## src/rtl/shift_seq_pkg.sv

```systemverilog
// Purpose : shared types for the shift sequencer (op codes, RegDesloc commands, FSM states).
// Latency : n/a (declarations only).
// Backpressure: n/a.
//
// Contents:
//   shift_op_e    - requested operation from the main control unit
//   shifter_cmd_e - command encoding understood by RegDesloc
//   state_e       - sequencer FSM state encoding
//   op_dec_t      - decoded view of a request (command, amount source, legality)
package shift_seq_pkg;

  localparam int WIDTH_DEFAULT = 32;
  localparam int NW_DEFAULT    = 5;

  typedef enum logic [2:0] {
    OP_SLL  = 3'b000,
    OP_SRL  = 3'b001,
    OP_SRA  = 3'b010,
    OP_SLLV = 3'b011,
    OP_SRLV = 3'b100,
    OP_SRAV = 3'b101,
    OP_ROR  = 3'b110,
    OP_ROL  = 3'b111
  } shift_op_e;

  typedef enum logic [2:0] {
    CMD_HOLD    = 3'b000,
    CMD_LOAD    = 3'b001,
    CMD_LEFT    = 3'b010,
    CMD_RIGHT_L = 3'b011,
    CMD_RIGHT_A = 3'b100,
    CMD_ROT_R   = 3'b101,
    CMD_ROT_L   = 3'b110
  } shifter_cmd_e;

  typedef enum logic [2:0] {
    ST_IDLE    = 3'b000,
    ST_LOAD    = 3'b001,
    ST_SHIFT   = 3'b010,
    ST_CAPTURE = 3'b011,
    ST_DONE    = 3'b100
  } state_e;

  typedef struct packed {
    shifter_cmd_e cmd;          // command to issue in the SHIFT phase
    logic         is_variable;  // amount comes from rs_value instead of shamt
    logic         is_illegal;   // op not supported in this build
  } op_dec_t;

endpackage

```

## src/rtl/shift_op_decode.sv

```systemverilog
// Purpose : maps a shift op code to the RegDesloc command, amount source and legality.
// Latency : combinational, zero cycles.
// Backpressure: none; pure function of op.
//
// Ports:
//   op  in  3  requested shift operation (shift_op_e encoding)
//   dec out    decoded {cmd, is_variable, is_illegal}
//
// Build option SHIFT_SEQ_ROTATE_EN: when defined, ops 110/111 decode to
// rotate right/left (amount from shamt); otherwise they are illegal.
module shift_op_decode
  import shift_seq_pkg::*;
(
  input  logic [2:0] op,
  output op_dec_t    dec
);

  always_comb begin
    dec.cmd         = CMD_HOLD;
    dec.is_variable = 1'b0;
    dec.is_illegal  = 1'b0;
    case (op)
      OP_SLL:  dec.cmd = CMD_LEFT;
      OP_SRL:  dec.cmd = CMD_RIGHT_L;
      OP_SRA:  dec.cmd = CMD_RIGHT_A;
      OP_SLLV: begin
        dec.cmd         = CMD_LEFT;
        dec.is_variable = 1'b1;
      end
      OP_SRLV: begin
        dec.cmd         = CMD_RIGHT_L;
        dec.is_variable = 1'b1;
      end
      OP_SRAV: begin
        dec.cmd         = CMD_RIGHT_A;
        dec.is_variable = 1'b1;
      end
`ifdef SHIFT_SEQ_ROTATE_EN
      OP_ROR:  dec.cmd = CMD_ROT_R;
      OP_ROL:  dec.cmd = CMD_ROT_L;
`else
      OP_ROR:  dec.is_illegal = 1'b1;
      OP_ROL:  dec.is_illegal = 1'b1;
`endif
      default: dec.is_illegal = 1'b1;
    endcase
  end

endmodule

```

## src/rtl/shift_sequencer.sv

```systemverilog
// Purpose : multicycle initiator for RegDesloc: LOAD -> SHIFT -> CAPTURE, registered result.
// Latency : start sampled at edge k -> done pulses in the cycle after edge k+4; one request per 5 cycles.
// Backpressure: start is only honoured in IDLE; requests arriving while busy are dropped, not queued.
//
// Ports:
//   clk, reset                 clock (rising edge), asynchronous active-high reset
//   start, shift_op, shamt,    request strobe and its arguments (sampled at accept only)
//   rs_value, operand
//   shifter_out                current RegDesloc contents
//   shifter_ctrl/n/din         RegDesloc command, amount and load data
//   busy, done, illegal        status; done/illegal are one-cycle pulses
//   result                     captured shift result, held until the next capture
//
// Build option SHIFT_SEQ_ROTATE_EN enables rotate ops 110/111 (see shift_op_decode).
module shift_sequencer
  import shift_seq_pkg::*;
#(
  parameter int WIDTH = 32,
  parameter int NW    = 5
) (
  input  logic             clk,
  input  logic             reset,
  input  logic             start,
  input  logic [2:0]       shift_op,
  input  logic [NW-1:0]    shamt,
  input  logic [WIDTH-1:0] rs_value,
  input  logic [WIDTH-1:0] operand,
  input  logic [WIDTH-1:0] shifter_out,
  output logic [2:0]       shifter_ctrl,
  output logic [NW-1:0]    shifter_n,
  output logic [WIDTH-1:0] shifter_din,
  output logic             busy,
  output logic             done,
  output logic             illegal,
  output logic [WIDTH-1:0] result
);

  // Decode the incoming op so the amount source and command are fixed at accept.
  op_dec_t in_dec;

  shift_op_decode u_decode (
    .op  (shift_op),
    .dec (in_dec)
  );

  // Only the low NW bits of rs_value form a shift amount.
  logic unused_rs_hi;
  assign unused_rs_hi = ^rs_value[WIDTH-1:NW];

  // FSM state and latched request
  state_e           state_q,   state_d;
  logic [2:0]       cmd_q,     cmd_d;
  logic             bad_q,     bad_d;
  logic [NW-1:0]    amt_q,     amt_d;
  logic [WIDTH-1:0] din_q,     din_d;

  // Registered outputs
  logic [2:0]       ctrl_q,    ctrl_d;
  logic [NW-1:0]    n_q,       n_d;
  logic             busy_q,    busy_d;
  logic             done_q,    done_d;
  logic             illegal_q, illegal_d;
  logic [WIDTH-1:0] result_q,  result_d;

  // Next state and request latch
  always_comb begin
    state_d = state_q;
    cmd_d   = cmd_q;
    bad_d   = bad_q;
    amt_d   = amt_q;
    din_d   = din_q;
    case (state_q)
      ST_IDLE: begin
        if (start) begin
          state_d = ST_LOAD;
          cmd_d   = in_dec.cmd;
          bad_d   = in_dec.is_illegal;
          amt_d   = in_dec.is_variable ? rs_value[NW-1:0] : shamt;
          din_d   = operand;
        end
      end
      ST_LOAD:    state_d = ST_SHIFT;
      ST_SHIFT:   state_d = ST_CAPTURE;
      ST_CAPTURE: state_d = ST_DONE;
      ST_DONE:    state_d = ST_IDLE;
      default:    state_d = ST_IDLE;
    endcase
  end

  // Outputs are the decode of the current state, registered, so the pins
  // present each phase one cycle after the FSM enters it. The CAPTURE phase
  // is therefore on the pins while state_q is DONE, and its closing edge is
  // the one that loads result and raises done together.
  always_comb begin
    ctrl_d    = CMD_HOLD;
    n_d       = '0;
    busy_d    = (state_q != ST_IDLE);
    done_d    = (state_q == ST_DONE);
    illegal_d = (state_q == ST_DONE) && bad_q;
    result_d  = result_q;
    case (state_q)
      ST_LOAD:  ctrl_d = CMD_LOAD;
      ST_SHIFT: begin
        // An illegal op leaves the loaded operand untouched.
        ctrl_d = bad_q ? CMD_HOLD : cmd_q;
        n_d    = amt_q;
      end
      ST_DONE:  result_d = shifter_out;
      default:  ctrl_d = CMD_HOLD;
    endcase
  end

  always_ff @(posedge clk or posedge reset) begin
    if (reset) begin
      state_q   <= ST_IDLE;
      cmd_q     <= CMD_HOLD;
      bad_q     <= 1'b0;
      amt_q     <= '0;
      din_q     <= '0;
      ctrl_q    <= CMD_HOLD;
      n_q       <= '0;
      busy_q    <= 1'b0;
      done_q    <= 1'b0;
      illegal_q <= 1'b0;
      result_q  <= '0;
    end else begin
      state_q   <= state_d;
      cmd_q     <= cmd_d;
      bad_q     <= bad_d;
      amt_q     <= amt_d;
      din_q     <= din_d;
      ctrl_q    <= ctrl_d;
      n_q       <= n_d;
      busy_q    <= busy_d;
      done_q    <= done_d;
      illegal_q <= illegal_d;
      result_q  <= result_d;
    end
  end

  assign shifter_ctrl = ctrl_q;
  assign shifter_n    = n_q;
  assign shifter_din  = din_q;
  assign busy         = busy_q;
  assign done         = done_q;
  assign illegal      = illegal_q;
  assign result       = result_q;

endmodule

```

## config.mk

```make
export PLATFORM = sky130hd
export DESIGN_NAME = shift_sequencer
export DESIGN_NICKNAME = d
export VERILOG_FILES = /design/src/rtl/shift_seq_pkg.sv /design/src/rtl/shift_op_decode.sv /design/src/rtl/shift_sequencer.sv
export SDC_FILE = /design/constraint.sdc
export NUM_CORES = 1
export LEC_CHECK = 0
export ABC_AREA = 1
export ABC_CLOCK_PERIOD_IN_PS = 8080
export CAP_MARGIN = 20
export CELL_PAD_IN_SITES_DETAIL_PLACEMENT = 0
export CELL_PAD_IN_SITES_GLOBAL_PLACEMENT = 1
export CORE_ASPECT_RATIO = 1.4
export CORE_UTILIZATION = 30
export DETAILED_ROUTE_END_ITERATION = 8
export GPL_TIMING_DRIVEN = 1
export PLACE_DENSITY_LB_ADDON = 0.1
export SLEW_MARGIN = 40
export SYNTH_ARGS = -nofsm -noshare
export SYNTH_HDL_FRONTEND = slang
export SYNTH_HIERARCHICAL = 1
export SYNTH_SLANG_ARGS = --single-unit
```

## constraint.sdc

```tcl
create_clock -name clk -period 8.08 [get_ports clk]
set_input_delay 1.212 -clock clk [delete_from_list [all_inputs] [get_ports clk]]
set_output_delay 1.212 -clock clk [all_outputs]
set_load 0.03 [all_outputs]
```

# Yosys cells after proc, flatten, opt, wreduce, memory -nomap -nowiden
# Index checks and enable logic that the tools add are counted.
totals:
  register_bits: 87
  input_bits: 107
  out_inout_bits: 75
  elab_cells: 42
op_classes:
  eq_ne: 12
  mux: 9
  n_reduce_logical: 10
ops:
  columns: ["cell", "count"]
  rows:
  - ["3-bit == test (second input constant)", 5]
  - ["3-bit by 2-bit == test with 1-bit output (second input constant)", 4]
  - ["3-bit one-hot mux with 4 select lines", 1]
  - ["5-bit two-way mux", 2]
  - ["3-bit one-hot mux with 3 select lines", 1]
  - ["2-bit OR reduction", 4]
  - ["3-bit by 1-bit == test with 1-bit output (second input constant)", 2]
  - ["3-bit logical NOT", 2]
  - ["3-bit two-way mux", 2]
  - ["3-bit one-hot mux with 2 select lines", 1]
  - ["3-bit nonzero test", 1]
  - ["3-bit OR reduction", 1]
  - ["1-bit two-way mux", 2]
  - ["2-bit != test (second input constant)", 1]
  - ["2-bit AND reduction", 1]
  - ["1-bit logical AND", 1]

# Longest topological paths before layout
# Gate-level depths: netlist of the first run.
logic_depth:
  ltp_word: 4
  depth_mapped: 8
  mapped_depth_nobuf: 8

# Modules after synthesis
# The synthesis of the first run kept the hierarchy.
by_module_without_submodules:
  columns: ["mod", "instances", "cells_each", "area_each_um2"]
  rows:
  - ["shift_sequencer", 1, 381, 3495.9]
  - ["shift_op_decode", 1, 17, 70.1]

# Worst setup path before layout of the first run
# No wires, ideal clock.
synth_timing:
  kind: "input-to-reg"
  from: "in shift_op[2]"
  to: "reg amt_q[0]"
  arrival_time_ps: 1747
  t_required_ps: 7963
  setup_slack_ps: 6216
  stages: 8
  n_path_buf: 0
  cell_sequence: "inv_2 > nand3_1 > nand2_1 > inv_1 > nand2_1 > nand2_1 > nand3_1 > nand2_1"
synth_lines:
  columns: ["item", "line_no", "rtl"]
  rows:
  - ["start, declared", "shift_sequencer.sv:24", "input logic [2:0] shift_op,"]
  - ["end signal, assigned", "shift_sequencer.sv:130", "amt_q <= amt_d;"]
  - ["end, declared", "shift_sequencer.sv:54", "logic [NW-1:0] amt_q, amt_d;"]

# Worst setup path in the final report of the first run
layout_timing:
  from: "in start"
  to: "reg din_q[20], in the netlist shifter_din[20]"
layout_between:
  elab_chain_cells: 1
layout_rtl:
  columns: ["item", "line_no", "rtl"]
  rows:
  - ["start, declared", "shift_sequencer.sv:23", "input logic start,"]
  - ["2-bit AND reduction (no source line)", null, null]
  - ["end signal, assigned", "shift_sequencer.sv:131", "din_q <= din_d;"]
  - ["end, declared", "shift_sequencer.sv:55", "logic [WIDTH-1:0] din_q, din_d;"]
# No other way between the ends.
# A chain may end at the register's enable or synchronous reset.

==> results of run 1 <==
## metrics by stage
step	hold slack [ps]	utilization (%)	instance area, um^2	power (mW)	worst slack, ps
floorplan	442	-	3570	1.44	4620
global placement	454	44.8	5130	1.86	4690
detailed placement	458	45.0	5160	1.88	5080
CTS	475	47.6	5450	2.31	5430
global route	493	47.6	5450	2.42	5270
finish	469	47.6	5450	2.27	5440
## cell type report
type                    count  share of cell area [%]
well taps                 144                    3.31
repair buffers            157                    28.9
flip-flops and latches     87                    40.0
clock inverters             4                   0.827
inverters                  17                    1.24
clock buffers              12                    4.52
multi-input cells         271                    21.2
## cells in the mapped netlist
| cell type | number | share of area, % |
|---|---|---|
| nor3_1 | 1 | 0.14 |
| inv_4 | 1 | 0.18 |
| nand3_1 | 10 | 1.4 |
| nand2_2 | 1 | 0.18 |
| o21ai_1 | 2 | 0.28 |
| inv_1 | 13 | 1.4 |
| buf_4 | 1 | 0.21 |
| buf_2 | 10 | 1.4 |
| nor2_1 | 12 | 1.3 |
| nand3_2 | 1 | 0.28 |
| inv_2 | 3 | 0.32 |
| nand4_1 | 36 | 6.3 |
| dfrtp_1 | 87 | 61 |
| buf_6 | 10 | 3.2 |
| nor2_2 | 2 | 0.35 |
| nand2_1 | 205 | 22 |
| nand2_4 | 1 | 0.32 |
| buf_1 | 2 | 0.21 |
## per-layer routing
layer	part of all wire, %	vias up	global-route usage (%)
met1	42	1464	18.8
met2	50	102	25.8
met3	6.4	11	3.70
li1	-	1548	-
met5	0	-	0
met4	1.4	0	5.70
## sequential cells by signal (all words and copies together) (netlist names)
| name | flops |
|---|---|
| result | 32 |
| illegal | 1 |
| shifter_ctrl | 3 |
| shifter_n | 5 |
| shifter_din | 32 |
| cmd_q | 3 |
| state_q | 3 |
| done | 1 |
| amt_q | 5 |
| bad_q | 1 |
| busy | 1 |
## power breakdown
group          leakage [nW]  internal [mW]  switching, mW  total (mW)
clock network         0.146          0.247          0.161       0.407
registers              1.09          0.633          0.102       0.735
logic                  1.42          0.435          0.689        1.12
total                  2.65           1.31          0.952        2.27
## kinds of logic (layout without fill, tap and decap cells)
| kind of cell | after synthesis | in the layout | share of synthesized area (%) |
|---|---|---|---|
| AOI/OAI and AO/OA | 2 | 2 | 0.281 |
| buffers and inverters | 40 | 190 | 6.84 |
| DFF | 87 | 87 | 61.1 |
| and+or+nand+nor | 269 | 269 | 31.8 |
## final timing paths
kind,from,to,slack [ps],cells past startpoint
hold / removal,bad_q,bad_q,470,2
hold reg to reg,bad_q,bad_q,470,2
setup reg to reg,state_q[1],shifter_din[20],6100,4
max in group asynchronous,reset,done,6010,3
min in group asynchronous,reset,shifter_din[19],1140,2
setup / recovery,start,shifter_din[20],5440,5
## critical path, delay by kind of cell
family                 cells  cell delay (ps)
buffers and inverters      2              870
AND/OR/NAND/NOR            3              730
==> impl_results.md, run 1 <==
* Antenna-violating nets left at 0
* Multi-input logic area at around 1200 um^2
* # Max-Cap Violations at 0
* Most frequent standard cell in the layout excluding fill and tap cells: nand2_1
* Die area at approximately 12000 um^2
* Worst setup EP type: flip-flop
* Cell mode on critical path: nand2_1
* Cell count after synthesis at between 300 and 400
* Pin slew with the least headroom to its limit at between 700 and 800 ps
* Setup Total Neg Slack at 0 ps
* Critical path fanouts, max at 43
* Largest net degree at the start of global routing at 73
* Critical path required time at slightly above 8000 ps
* Global placement routability congestion at ~0.72
* Hold WC Path Type: reg2reg
* FF/Latch Area at ~2200 um^2
* Post-CTS Setup Inserts at 0
* Clock Skews at about 6 ps
* Fin crit period at 2640 ps
* Crit-path max cell delay at about 460 ps
* Layout Cells excl Fill at 692
* Input/output buffers at about 150
* Clock Tree Buf Depth at 2
* CTS Buf Count at 9
* RSZ-0062 raised after global routing: no
* Clock-pin slew on the worst setup and hold paths at roughly 60 ps
* Die W at approximately 94 um
* Via density per instance at 4.52
* Cell Pwr Density at about 420 nW/um^2
* GRT Total Usage at between 10% and 20%
* Slew margin rel. at between 50% and 60%
* Initial core utilization at a little under a third
* First-pass GRT wire length at 14500 um
* # fillers at 1134
* Clock latency on the worst-skew pair at 330 ps
* Post-Syn Area at 3570 um^2
* Total grt overflow at 0
* Vias in the first global route at ~3000
* Die Span Y at 131 um
* Routed vias at between 3000 and 4000
* Final setup viols at 0
* Yosys cell types at 18
* CTS tree: yes
* Area Overhead vs Synth at 52.8%
* CP Launch Type: primary input
* CP max stage cell: nand3_4
* Ports at 182
* H-tree levels at 3
* WL per Instance at 13.3 um
* Syn Nets at between 500 and 600
* Final HPWL DP at approximately 6200 um
* CTS Sinks at between 80 and 90
* Final number of max-transition violations at 0
* Row cnt at 46
* Outcome: finished, final reports clean
* CP Class: in2reg
* Critical path, cell by cell: clkdlybuf4s50_1, buf_4, nand3_4, nand2_1, nand2_1
* Seq/Total Area, Yosys at just over 60%
* Peak Freq at around 380 MHz
* DRT iter0 DRCs at 120
* Syn avg cell area at ~9 um^2
* Layout Nets at 650
* Root buf cell: clkbuf_16
* Initial antenna violation count at 0
* Leak pwr at between 2 and 3 nW
* #FFs+latches synth at 87
* Dpl cells at roughly 680
* Yosys warns at 6
* DRC violations left at 0
* # diodes at 0
* CTS resizes at 0
* Worst vdd ir at 0.166 mV
* Arr. time, crit path at roughly 2900 ps
* Commonest non-fill, non-tap cells in the layout: nand2_1 (205), clkdlybuf4s50_1 (154), dfrtp_1 (87)
* Hold Buf Count CTS at 0
* Drt total wl at around 9200 um
* Fin crit share at 32.6%
* Drt pass-1 iters at 4
* Share of layout cells above drive strength 1 at under 10%
* Hold Vio Cnt, Final at 0
* Core area at approximately 11000 um^2
No activity file was read; power rests on OpenSTA's default activity.
==> inputs of run 2 (changes only) <==
--- a/config.mk
+++ b/config.mk
@@ -6,12 +6,12 @@
 export NUM_CORES = 1
 export LEC_CHECK = 0
 export ABC_AREA = 1
-export ABC_CLOCK_PERIOD_IN_PS = 8080
+export ABC_CLOCK_PERIOD_IN_PS = 2700
 export CAP_MARGIN = 20
 export CELL_PAD_IN_SITES_DETAIL_PLACEMENT = 0
 export CELL_PAD_IN_SITES_GLOBAL_PLACEMENT = 1
 export CORE_ASPECT_RATIO = 1.4
-export CORE_UTILIZATION = 30
+export CORE_UTILIZATION = 28
 export DETAILED_ROUTE_END_ITERATION = 8
 export GPL_TIMING_DRIVEN = 1
 export PLACE_DENSITY_LB_ADDON = 0.1
==> constraint.sdc (replaced) <==
create_clock -name clk -period 2.7 [get_ports clk]
set_input_delay 0.405 -clock clk [delete_from_list [all_inputs] [get_ports clk]]
set_output_delay 0.405 -clock clk [all_outputs]
set_load 0.03 [all_outputs]
==> run 2 against run 1 <==
  * Critical path depth down 4
  * Sequential power rose to 3.0 times the previous value
  * First-iteration DRC count down 5.8%
  * Global-route usage down 0.14 points
  * Combinational power rose to 3.0 times the previous value
  * Cell count up 1.4%
  * Setup slack worse by 4500 ps
  * Hold slack worse by 49 ps
  * Non-clock buffer count up 4
  * Die area up 7.0%
==> impl_results.md, run 2 (synthesis gave the netlist of run 1 again) <==
* Commonest non-fill, non-tap cells in the layout: nand2_1 (205), clkdlybuf4s50_1 (154), dfrtp_1 (87)
* Psw at 2.89 mW (+200%)
* Outcome: finished, final reports clean
* Clock network fraction of design power at 20.3% (+2.3 points)
* Crit-path max cell delay at 700 ps (+240 ps)
* Root buf cell: clkbuf_16
* RSZ-0062 raised after global routing: no
* Initial antenna violation count at 0 (unchanged)
* Largest net degree at the start of global routing at 46 (-37%)
* Die area at 13200 um^2 (+7.0%)
* GRT Total Usage at 15.2% (-0.14 points)
* Via density per instance at 4.44 (-1.6%)
* Post-CTS Setup Inserts at 0 (unchanged)
* Final setup viols at 0 (unchanged)
* Antenna-violating nets left at 0 (unchanged)
* CTS Buf Count at 9 (unchanged)
* Hold WC Path Type: in2async
* Arr. time, crit path at 1380 ps (-1470 ps)
* Hold Vio Cnt, Final at 0 (unchanged)
* Routed vias at 3119 (-0.19%)
* Fin crit share at about two thirds
* DRC violations left at 0 (unchanged)
* Input/output buffers at 154 (unchanged)
* Hold Buf Count CTS at 0 (unchanged)
* Setup Total Neg Slack at 0 ps (unchanged)
* Layout Nets at 654 (+0.62%)
* Total grt overflow at 0 (unchanged)
* Drt pass-1 iters at 4 (unchanged)
* Final setup margin at 914 ps (-4530 ps)
* # fillers at 1232 (+8.6%)
* CP max stage cell: clkdlybuf4s50_1
* # diodes at 0 (unchanged)
* Critical R2R Launch: state_q[2]
* Clock Tree Buf Depth at 2 (unchanged)
* Die W at 97.4 um (+3.4%)
* First-pass GRT wire length at 15800 um (+8.8%)
* CP bufs+invs at 1 (-1)
* Share of layout cells above drive strength 1 at 5.62% (+0.69 points)
* Critical path, cell by cell: clkdlybuf4s50_1
* CTS Sinks at 87 (unchanged)
* Switching share of power at 41.3% (-0.68 points)
* Most frequent standard cell in the layout excluding fill and tap cells: nand2_1
* Final number of max-transition violations at 0 (unchanged)
* Drt total wl at 9640 um (+4.4%)
* Critical path fanouts, max at 2 (-95%)
* DRT iter0 DRCs at 113 (-5.8%)
* Row cnt at 48 (+4.3%)
* Ports at 182 (unchanged)
* WL per Instance at 13.7 um (+2.9%)
* Critical path required time at 2300 ps (-6000 ps)
* Global placement routability congestion at 0.718 (-0.82%)
* CP delay by family, top: buffers and inverters
* Logic gate share of total power at 48.1% (-1.5 points)
* Fin crit period at about 1800 ps
* Clock latency on the worst-skew pair at 330 ps (about the same)
* # Max-Cap Violations at 0 (unchanged)
* Die Span Y at 136 um (+3.5%)
* Seq pwr share at 31.5% (-0.9 points)
* Worst setup EP type: output port
* Core area at 12400 um^2 (+8.0%)
* Area Overhead vs Synth at 55.0%
* Initial core utilization at 28.8% (-2.3 points)
* Cell Pwr Density at 1260 nW/um^2 (+200%)
* Worst setup path start: shifter_din[11]
* Internal power at 4.10 mW (+210%)
* Vias in the first global route at 3086 (+4.3%)
* Final HPWL DP at 6490 um (+3.9%)
* Slew margin rel. at 69.4% (+18 points)
* Peak Freq at 560 MHz
* Clock Skews at 7.19 ps (+1.17 ps)
* CTS tree: yes
* CP Launch Type: flip-flop
* Worst vdd ir at 0.488 mV (+190%)
* Clock-pin slew on the worst setup and hold paths at 70 ps (about the same)
* Pre-CTS WS at 745 ps (-4340 ps)
* CTS resizes at 0 (unchanged)
* H-tree levels at 3 (unchanged)
* Leak pwr at 2.69 nW (+1.2%)
* Pin slew with the least headroom to its limit at 459 ps (-265 ps)
* CP Class: reg2out
run 2: worst paths after layout:
path	end	slack (ps)	depth (start not counted)
max	shifter_din[11]	910	1
min	shifter_n[2]	420	2
max reg2reg	amt_q[4]	1110	5
min reg2reg	shifter_din[17]	470	2
max in group asynchronous	result[14]	1730	3
min in group clk	shifter_din[17]	470	2
run 2: area by class of cell:
| cell class | count | area (um^2) | share of cell area, % |
|---|---|---|---|
| Timing Repair Buffer | 161 | 1610 | 29.1 |
| Tap cell | 150 | 188 | 3.40 |
| Clock inverter | 5 | 106 | 1.92 |
| Inverter | 17 | 71.3 | 1.29 |
| Clock buffer | 11 | 233 | 4.21 |
| Sequential cell | 87 | 2180 | 39.4 |
| Multi-Input combinational cell | 271 | 1140 | 20.7 |
run 2: through the flow:
step | power (mW) | hold WS, ps | instances | util, % | instance area, um^2
final | 6.99 | 421 | 702 | 44.7 | 5530
after global routing | 7.43 | 482 | 702 | 44.7 | 5530
after CTS | 7.09 | 441 | 702 | 44.7 | 5530
after detailed placement | 5.64 | 457 | 686 | 41.9 | 5190
after global placement | 5.59 | 454 | 686 | 41.9 | 5180
after floorplan | 4.30 | 442 | 398 | - | 3570
run 2: power groups by stage:
stage | sequential, mW | clock (mW) | combinational (mW)
2_1_floorplan | 3.22 | 0 | 1.08
3_3_place_gp | 2.21 | 0 | 3.38
3_5_place_dp | 2.23 | 0 | 3.41
4_1_cts | 2.21 | 1.47 | 3.42
5_1_grt | 2.27 | 1.52 | 3.64
6_report | 2.20 | 1.42 | 3.36
run 2: per-layer routing:
layer | routed length, um | GRT usage (%)
met1 | 4110 | 18.3
met2 | 4810 | 25.4
met3 | 557 | 4.08
met4 | 164 | 6.54
met5 | 0 | 0
